### src/rtl/leaf_quad_pkg.sv
// rtl/leaf_quad_pkg.sv - shared widths, leaf index type and arbiter state encoding
package leaf_quad_pkg;

    localparam int PKT_W      = 49;
    localparam int VALID_BIT  = 48;
    localparam int PAY_W      = 48;
    localparam int NUM_LEAF   = 4;

    typedef logic [1:0] leaf_idx_t;

    typedef enum logic {
        ARB_IDLE = 1'b0,
        ARB_SEND = 1'b1
    } arb_state_t;

    // Leaf index 'step' positions after 'base', wrapping over the four leaves.
    function automatic leaf_idx_t rr_offset(input leaf_idx_t base, input int step);
        return base + leaf_idx_t'(step);
    endfunction

endpackage

### src/rtl/leaf_pkt_fifo.sv
// rtl/leaf_pkt_fifo.sv - per-leaf synchronous packet FIFO with show-ahead read data
module leaf_pkt_fifo #(
    parameter int DEPTH = 4,
    parameter int W     = 48,
    localparam int AW   = (DEPTH > 1) ? $clog2(DEPTH) : 1,
    localparam int CW   = AW + 1
) (
    input  logic          clk,
    input  logic          rst,
    input  logic          push,
    input  logic          pop,
    input  logic [W-1:0]  wdata,
    output logic [W-1:0]  rdata,
    output logic          full,
    output logic          empty,
    output logic [CW-1:0] count
);

    logic [W-1:0]  mem [DEPTH];
    logic [AW-1:0] wr_ptr;
    logic [AW-1:0] rd_ptr;

    // Pointers and occupancy; the caller only pushes when space exists after a same-edge pop.
    always_ff @(posedge clk or posedge rst) begin
        if (rst) begin
            wr_ptr <= '0;
            rd_ptr <= '0;
            count  <= '0;
        end else begin
            if (push) wr_ptr <= wr_ptr + AW'(1);
            if (pop)  rd_ptr <= rd_ptr + AW'(1);
            count <= count + CW'(push) - CW'(pop);
        end
    end

    // Storage array; contents are don't-care until written, so no reset.
    always_ff @(posedge clk) begin
        if (push) mem[wr_ptr] <= wdata;
    end

    assign rdata = mem[rd_ptr];
    assign full  = (count == CW'(DEPTH));
    assign empty = (count == '0);

endmodule

### src/rtl/leaf_quad_egress_arb.sv
// rtl/leaf_quad_egress_arb.sv - four-leaf round-robin egress merge to BFT; optional LEAF_QUAD_ARB_STATS_EN grant counters
module leaf_quad_egress_arb
    import leaf_quad_pkg::*;
#(
    parameter int FIFO_DEPTH = 4,
    parameter int AF_THRESH  = 3
) (
    input  logic                clk_400,
    input  logic                reset_400,
    input  logic [PKT_W-1:0]    din_leaf_interface2arb_0,
    input  logic [PKT_W-1:0]    din_leaf_interface2arb_1,
    input  logic [PKT_W-1:0]    din_leaf_interface2arb_2,
    input  logic [PKT_W-1:0]    din_leaf_interface2arb_3,
    output logic                resend_0,
    output logic                resend_1,
    output logic                resend_2,
    output logic                resend_3,
    output logic [PKT_W-1:0]    dout_arb2bft,
    input  logic                resend_bft,
    output logic [NUM_LEAF-1:0] ovf
`ifdef LEAF_QUAD_ARB_STATS_EN
    ,
    output logic [15:0]         grant_cnt_0,
    output logic [15:0]         grant_cnt_1,
    output logic [15:0]         grant_cnt_2,
    output logic [15:0]         grant_cnt_3
`endif
);

    localparam int AW = (FIFO_DEPTH > 1) ? $clog2(FIFO_DEPTH) : 1;
    localparam int CW = AW + 1;
    localparam logic [CW-1:0] AF_CNT = CW'(AF_THRESH);

    logic [PKT_W-1:0]    din [NUM_LEAF];
    logic [PAY_W-1:0]    rdata [NUM_LEAF];
    logic [CW-1:0]       count [NUM_LEAF];
    logic [CW-1:0]       occ_next [NUM_LEAF];
    logic [NUM_LEAF-1:0] push, pop, drop, full, empty;
    logic [NUM_LEAF-1:0] resend_q;
    logic [PAY_W-1:0]    payload_q;
    leaf_idx_t           last_grant, grant_idx;
    logic                grant_valid;
    arb_state_t          state, state_next;

    assign din[0] = din_leaf_interface2arb_0;
    assign din[1] = din_leaf_interface2arb_1;
    assign din[2] = din_leaf_interface2arb_2;
    assign din[3] = din_leaf_interface2arb_3;

    for (genvar g = 0; g < NUM_LEAF; g++) begin : g_leaf
        leaf_pkt_fifo #(
            .DEPTH (FIFO_DEPTH),
            .W     (PAY_W)
        ) u_fifo (
            .clk   (clk_400),
            .rst   (reset_400),
            .push  (push[g]),
            .pop   (pop[g]),
            .wdata (din[g][PAY_W-1:0]),
            .rdata (rdata[g]),
            .full  (full[g]),
            .empty (empty[g]),
            .count (count[g])
        );
    end

    // Round-robin search: first non-empty leaf after the last one granted.
    always_comb begin
        leaf_idx_t cand;
        cand        = last_grant;
        grant_valid = 1'b0;
        grant_idx   = last_grant;
        for (int i = 1; i <= NUM_LEAF; i++) begin
            cand = rr_offset(last_grant, i);
            if (!grant_valid && !empty[cand]) begin
                grant_valid = 1'b1;
                grant_idx   = cand;
            end
        end
    end

    // A grant only turns into a pop when the BFT is not stalling us.
    always_comb begin
        pop = '0;
        for (int n = 0; n < NUM_LEAF; n++) begin
            pop[n] = !resend_bft && grant_valid && (grant_idx == leaf_idx_t'(n));
        end
    end

    // Accept input when space exists after any same-edge pop, otherwise drop it; track next occupancy.
    always_comb begin
        push     = '0;
        drop     = '0;
        occ_next = '{default: '0};
        for (int n = 0; n < NUM_LEAF; n++) begin
            push[n]     = din[n][VALID_BIT] && (!full[n] || pop[n]);
            drop[n]     = din[n][VALID_BIT] && full[n] && !pop[n];
            occ_next[n] = count[n] + CW'(push[n]) - CW'(pop[n]);
        end
    end

    // Arbiter state register.
    always_ff @(posedge clk_400 or posedge reset_400) begin
        if (reset_400) state <= ARB_IDLE;
        else           state <= state_next;
    end

    // Next state: SEND while a packet is being presented, frozen during BFT stall.
    always_comb begin
        state_next = state;
        if (!resend_bft) begin
            state_next = grant_valid ? ARB_SEND : ARB_IDLE;
        end
    end

    // Output payload and last grant; both frozen while the BFT stalls.
    always_ff @(posedge clk_400 or posedge reset_400) begin
        if (reset_400) begin
            payload_q  <= '0;
            last_grant <= leaf_idx_t'(NUM_LEAF - 1);
        end else if (!resend_bft) begin
            payload_q <= grant_valid ? rdata[grant_idx] : '0;
            if (grant_valid) last_grant <= grant_idx;
        end
    end

    assign dout_arb2bft = {(state == ARB_SEND), payload_q};

    // Leaf backpressure from post-edge occupancy, and sticky overflow flags.
    always_ff @(posedge clk_400 or posedge reset_400) begin
        if (reset_400) begin
            resend_q <= '0;
            ovf      <= '0;
        end else begin
            for (int n = 0; n < NUM_LEAF; n++) begin
                resend_q[n] <= (occ_next[n] >= AF_CNT);
            end
            ovf <= ovf | drop;
        end
    end

    assign resend_0 = resend_q[0];
    assign resend_1 = resend_q[1];
    assign resend_2 = resend_q[2];
    assign resend_3 = resend_q[3];

`ifdef LEAF_QUAD_ARB_STATS_EN
    logic [15:0] grant_cnt [NUM_LEAF];

    // Per-leaf saturating grant counters.
    always_ff @(posedge clk_400 or posedge reset_400) begin
        if (reset_400) begin
            grant_cnt <= '{default: '0};
        end else begin
            for (int n = 0; n < NUM_LEAF; n++) begin
                if (pop[n] && (grant_cnt[n] != 16'hFFFF)) grant_cnt[n] <= grant_cnt[n] + 16'd1;
            end
        end
    end

    assign grant_cnt_0 = grant_cnt[0];
    assign grant_cnt_1 = grant_cnt[1];
    assign grant_cnt_2 = grant_cnt[2];
    assign grant_cnt_3 = grant_cnt[3];
`endif

endmodule

### config.mk
export PLATFORM = sky130hd
export DESIGN_NAME = leaf_quad_egress_arb
export DESIGN_NICKNAME = d
export VERILOG_FILES = /design/src/rtl/leaf_quad_pkg.sv /design/src/rtl/leaf_pkt_fifo.sv /design/src/rtl/leaf_quad_egress_arb.sv
export SDC_FILE = /design/constraint.sdc
export NUM_CORES = 1
export LEC_CHECK = 0
export BUFFER_PORTS_ARGS = -buffer_cell sky130_fd_sc_hd__buf_2
export CAP_MARGIN = 20
export CELL_PAD_IN_SITES_DETAIL_PLACEMENT = 0
export CELL_PAD_IN_SITES_GLOBAL_PLACEMENT = 1
export CORE_ASPECT_RATIO = 1.2
export CORE_MARGIN = 2
export CORE_UTILIZATION = 53
export CTS_CLUSTER_SIZE = 12
export DETAILED_ROUTE_END_ITERATION = 10
export PLACE_DENSITY_LB_ADDON = 0.1
export SYNTH_ARGS = -nofsm -noshare
export SYNTH_HDL_FRONTEND = slang
export SYNTH_SLANG_ARGS = --single-unit
export TNS_END_PERCENT = 1
### constraint.sdc
create_clock -name clk_400 -period 8.1 [get_ports clk_400]
set_clock_uncertainty 0.2 [all_clocks]
set_input_delay 0.81 -clock clk_400 [delete_from_list [all_inputs] [get_ports clk_400]]
set_output_delay 0.81 -clock clk_400 [all_outputs]
set_load 0.1 [all_outputs]
==> flow_metrics.tcl, run 1 <==
set metrics [dict create \
    cp_slowest_cell "dfrtp_1" \
    fin_cells 2648 \
    worst_setup_path_end_kind "flip-flop" \
    start_util_pct 53.7 \
    p_sw_mw 5.60 \
    clock-sinks 855 \
    post-place-ws_ps 3690 \
    finalCritPeriodShare_pct 49.2 \
    hp-class "input port to flip-flop" \
    cp-start-kind "flip-flop" \
    synthTopCellsByArea "edfxtp_1, mux4_2, dfrtp_1" \
    final_util_pct 61.5 \
    via_per_inst 5.80 \
    period_minus_slack_ps 3990 \
    synthFlopType "edfxtp_1" \
    drcViolationCount 0 \
    synth_edf_count 768 \
    port_buffers 255 \
    cts_tree "done" \
    final_common_cell "edfxtp_1" \
    power_density_mw_per_mm2 415 \
    critPathKind "flip-flop to flip-flop" \
    cts_root_buf "clkbuf_16" \
    clock.fmax_ghz 0.251 \
    p_leak_nw 13.0 \
    synthesis.nets 1700 \
    design_area_mm2 0.0375 \
    grt_util_all_layers_pct 22.7 \
    relSlewSlack_pct 41.2 \
    die_x_um 231 \
    yosys.area.top_type_share_pct 70.5 \
    status "complete, no violations" \
    synth.cell_area_mm2 0.0327 \
    sw_frac_of_total_pct 35.9 \
    design.portCount 256 \
    drt_iter0_drc 1177 \
    dpl_cell_area_mm2 0.0350 \
    path_cells "or3_1 > a2bb2oi_1 > nand4_1 > a21oi_2 > o21a_1 > inv_1 > ha_1 > inv_1 > ha_1 > fa_1 > xor2_1 > xnor2_1 > a21o_1" \
    tightestPinTransition_ps 883 \
    area_growth_pct 14.6 \
    grt_max_degree 56 \
    place_congestion 0.812 \
    yosys_warnings 0 \
    routed_wl_um 70700 \
    cts_buffers 85 \
    seq_area_frac_synth_pct 77.1 \
    place_hpwl_um 45100 \
    ir_drop_v 0.000245 \
    final_max_slew_viol_count 0 \
    synth_cell_types 48 \
    tns_ps 0 \
    holdWs_ps 204 \
    core_mm2 0.0609 \
    yosysTopAreaCell "edfxtp_1" \
    path_buf_inv 2 \
    pwr-share-clk_pct 23.2 \
    critPathMaxStageDelay_ps 440 \
    crit_fanout 7 \
    seq_power_share_pct 41.2 \
    drive_gt1_share_pct 33.7 \
    insertion_delay_ps 620 \
    nets 2000 \
    htreeDepth 3 \
    rows 99 \
    rsz0062_at_grt "false" \
    final_cell_mix "edfxtp_1, buf_2, mux4_2" \
    hold_viol_final 0 \
    die-area_mm2 0.0638 \
    clock_path_buffers 3 \
    synthCells 1473 \
    antenna_found_initial 18 \
    overflow 0 \
    dp_cells 2492 \
    postCtsSetupBuffers 0 \
    max-cap-violations 0 \
    vias 15400 \
    synth.avg_cell_area_um2 22.2 \
    p_comb_share_pct 35.6 \
    clkTransAtPathRegs_ps 60 \
    final.setup.worst_slack_ps 4110 \
    fin_total_pwr_mw 15.6 \
    p_int_mw 9.98 \
    die_y_um 276 \
    ys_ff_latch 855 \
    grt_pass1_wl_um 105000 \
    first_pass_iters 5 \
    grt_pass1_vias 15800 \
    critical_path.top_delay_family "compound AO/OA/AOI/OAI gates" \
    ant_nets 0 \
    setup_viol 0 \
    cp.required_ps 8390 \
    wire_per_inst_um 26.7 \
    async_reset_ff_share_pct 10.2 \
    fillCellCount 4382 \
    critPathArrivalTime_ps 4280 \
]
[per-layer routing]
metal	vias up	wire length (um)	track usage, %
met4	12	2030	7.46
met1	8087	30700	33.3
met5	-	82	0
met2	436	34000	35.4
met3	132	3930	3.67
li1	6693	-	-
[cell families (layout without fill, tap and decap cells)]
logic type / count (synthesis) / count (layout) / share of synthesized area, %
buffers and inverters: 98 / 460 / 1.32
muxes: 291 / 291 / 16.3
AOI/OAI and AO/OA: 77 / 77 / 2.04
adders and majority gates: 28 / 28 / 1.16
xor gates and xnor gates: 20 / 20 / 0.535
DFF: 855 / 855 / 77.1
other: 0 / 5 / 0
and+or+nand+nor: 104 / 104 / 1.54
[layout make-up]
class	count	area (um^2)	area share (%)
Clock buffer	140	2400	6.41
Tap cell	808	1010	2.70
Clock inverter	9	97.6	0.260
Multi-Input combinational cell	520	7100	18.9
Timing Repair Buffer	286	1520	4.06
Sequential cell	855	25300	67.4
Antenna cell	5	12.5	0.0334
Inverter	25	96.3	0.257
[state kept, by name (all words and copies together) (netlist names)]
| name | flops |
|---|---|
| g_leaf.u_fifo.mem | 768 |
| payload_q | 48 |
| g_leaf.u_fifo.count | 12 |
| g_leaf.u_fifo.rd_ptr | 8 |
| g_leaf.u_fifo.wr_ptr | 8 |
| ovf | 4 |
| resend_q | 4 |
| last_grant | 2 |
| state | 1 |
[cells in the mapped netlist, types with 3 or more instances]
cell type	n
dfrtp_1	85
xnor2_1	13
inv_1	25
buf_2	5
and2_1	17
mux4_2	192
nand3_1	4
clkbuf_1	56
buf_6	5
buf_4	5
fa_1	4
a21o_1	8
nand2_1	61
nor3_1	3
o221ai_1	48
nor2_1	8
edfxtp_1	768
o21a_1	3
xor2_1	7
mux2i_1	96
ha_1	24
[worst register-to-register path, delay by kind of cell (launching register included)]
| kind | cells | cell delay [ps] |
|---|---|---|
| compound gates | 4 | 1210 |
| fa+ha+maj | 3 | 860 |
| simple gates | 2 | 730 |
| flops | 1 | 440 |
| xor+xnor | 2 | 330 |
| buf+inv | 2 | 110 |
[power by group through the flow]
stage / Combinational (mW) / Sequential, mW / Clock [mW]
floorplan: 3.22 / 7.22 / 0
global placement: 5.56 / 6.48 / 0
detailed placement: 5.61 / 6.53 / 0
CTS: 5.62 / 6.45 / 3.70
global route: 5.90 / 6.54 / 3.86
finish: 5.54 / 6.42 / 3.61
[repair_timing]
item	CTS	global route
hold buffers	1	0
setup endpoints to repair	0	0
endpoints found under the hold margin	1	0
resized for setup	0	0
[final timing paths]
kind,start,to,slack [ps],cells past startpoint
worst max-delay path,g_leaf[3].u_fifo.count[1],resend_q[2],4110,13
worst min-delay path,din_leaf_interface2arb_3[30],g_leaf[3].u_fifo.mem[2][30],200,1
worst max register to register,g_leaf[3].u_fifo.count[1],resend_q[2],4110,13
worst min register to register,ovf[2],ovf[2],260,1
max in group asynchronous,reset_400,g_leaf[0].u_fifo.rd_ptr[0],5960,4
min in group asynchronous,reset_400,ovf[3],560,3
No activity file was read; power rests on OpenSTA's default activity.
==> inputs of run 2 (changes only) <==
CORE_UTILIZATION = 47   (was 53)
clock period = 3.5 ns   (was 8.1 ns; I/O delays follow)
==> run 2 against run 1 <==
Final area rose by 7.7%. Routed wire length rose by 6.3%. Final cell count rose by 13%. Largest power group unchanged. Clock power rose by 140%. Clock-buffer cell count fell by 8. Sequential cell count did not move. Setup slack got worse by 4000 ps. Total power rose by 140%. Highest routed layer unchanged. Critical path depth rose by 1. Critical path type unchanged.
==> flow_metrics.tcl, run 2 (synthesized netlist as in run 1, its figures left out) <==
set metrics [dict create \
    r2r_setup_slack_ps 100 \
    vias 16200 \
    critPathKind "flip-flop to flip-flop" \
    ant_nets 0 \
    cts_tree "done" \
    hold_viol_final 0 \
    cp_slowest_cell "or3_4" \
    setup_viol 0 \
    clock.fmax_ghz 0.294 \
    largest_reg_flops 768 \
    grt_max_degree 64 \
    final_common_cell "edfxtp_1" \
    port_buffers 255 \
    nets 2232 \
    ir_drop_v 0.000659 \
    rr_endpoint "resend_q[3]" \
    clkTransAtPathRegs_ps 60 \
    cts_buffers 86 \
    critPathArrivalTime_ps 3700 \
    drcViolationCount 0 \
    tightestPinTransition_ps 818 \
    final_max_slew_viol_count 0 \
    final_util_pct 58.3 \
    dp_cells 2633 \
    antenna_found_initial 7 \
    final.setup.worst_slack_ps 98.1 \
    period_minus_slack_ps 3400 \
    start_util_pct 47.3 \
    final_cell_mix "edfxtp_1, buf_2, dlygate4sd3_1" \
    power_density_mw_per_mm2 924 \
    dpl_cell_area_mm2 0.0357 \
    place_hpwl_um 49300 \
    reg2reg_depth 14 \
    area_growth_pct 23.4 \
    top_register "g_leaf.u_fifo.mem" \
    path_buf_inv 3 \
    critical_path.top_delay_family "simple AND/OR/NAND/NOR gates" \
    grt_pass1_vias 17300 \
    drive_gt1_share_pct 32.8 \
    rows 106 \
    first_pass_iters 5 \
    die_y_um 293 \
    design.portCount 256 \
    holdWs_ps 207 \
    htreeDepth 3 \
    grt_pass1_wl_um 112000 \
    via_per_inst 5.41 \
    critPathMaxStageDelay_ps 430 \
    clock_path_buffers 3 \
    finalCritPeriodShare_pct 97.2 \
    insertion_delay_ps 630 \
    post-place-ws_ps 54.0 \
    place_congestion 0.818 \
    routed_wl_um 75200 \
    wire_per_inst_um 25.2 \
    fin_cells 2987 \
    path_cells "or3_4 > or3_4 > a31o_4 > a21oi_4 > o21a_4 > inv_2 > ha_4 > inv_1 > ha_2 > inv_2 > fa_2 > xnor2_2 > xnor2_1 > a21o_1" \
    p_leak_nw 14.1 \
    max-cap-violations 0 \
    crit_fanout 3 \
    design_area_mm2 0.0404 \
    relSlewSlack_pct 45.5 \
    status "complete, no violations" \
    cp.required_ps 3800 \
    cp-start-kind "flip-flop" \
    die_x_um 245 \
    cts_root_buf "clkbuf_16" \
    drt_iter0_drc 1164 \
    fin_total_pwr_mw 37.3 \
    grt_util_all_layers_pct 21.4 \
    worst_setup_path_end_kind "flip-flop" \
    top_regs "g_leaf.u_fifo.mem x768, payload_q x48, g_leaf.u_fifo.count x12" \
    core_mm2 0.0692 \
    r2r_start "g_leaf[2].u_fifo.count[0]" \
    overflow 0 \
    die-area_mm2 0.0718 \
    rsz0062_at_grt "true" \
    hp-class "input port to async pin" \
    clock-sinks 855 \
    tns_ps 0 \
]
-- run 2: changes by cell type in the layout (fill, tap and decap cells not counted), moves of 4 or more --
cell / previous run / this run
buf_12: 1 / 29
clkbuf_1: 48 / 37
dlygate4sd3_1: 1 / 198
buf_4: 29 / 35
clkinv_2: 1 / 7
clkbuf_16: 85 / 89
-- run 2: routing by layer --
layer | vias up | track usage [%] | wire length (um)
li1 | 7173 | - | -
met1 | 8482 | 29.3 | 32100
met2 | 410 | 35.2 | 37200
met3 | 89 | 4.11 | 4320
met4 | 4 | 6.38 | 1580
met5 | - | 0 | 23
-- run 2: timing repair --
| action | 4_1_cts | 5_1_grt |
|---|---|---|
| setup endpoints to repair | 0 | 7 |
| gates resized for setup | 0 | 17 |
| hold buffers | 198 | 0 |
| endpoints found under the hold margin | 842 | 0 |
| setup buffers | 0 | 3 |
-- run 2: layout make-up --
class                           count  area [um^2]
Multi-Input combinational cell    520         7170
Clock buffer                      132         2450
Fill cell                        5225        28800
Clock inverter                     15          148
Antenna cell                        5         12.5
Tap cell                          918         1150
Inverter                           25         96.3
Timing Repair Buffer              517         4100
Sequential cell                   855        25300
-- run 2: worst max path at each step --
stage	from	end	cells past startpoint
after global placement	g_leaf[2].u_fifo.count[2]	resend_q[3]	14
final	g_leaf[2].u_fifo.count[0]	resend_q[3]	14
after detailed placement	g_leaf[3].u_fifo.count[1]	resend_q[0]	12
after CTS	g_leaf[2].u_fifo.count[2]	resend_q[3]	14
after global routing	g_leaf[3].u_fifo.count[1]	resend_q[2]	13
after floorplan	last_grant[1]	g_leaf[2].u_fifo.mem[1][0]	7
-- run 2: worst register-to-register path: cells and delay by family (launching register included) --
kind                       cells  cell delay (ps)
and+or+nand+nor                2              840
xor gates and xnor gates       2              300
adders and majority gates      3              700
DFF                            1              380
AOI/OAI and AO/OA              4              720
buffers and inverters          3              140
-- run 2: where the power goes --
part           switching, mW  internal [mW]
combinational           8.66           5.26
sequential              1.11           13.7
clock                   3.63           4.94
total                   13.4           23.9
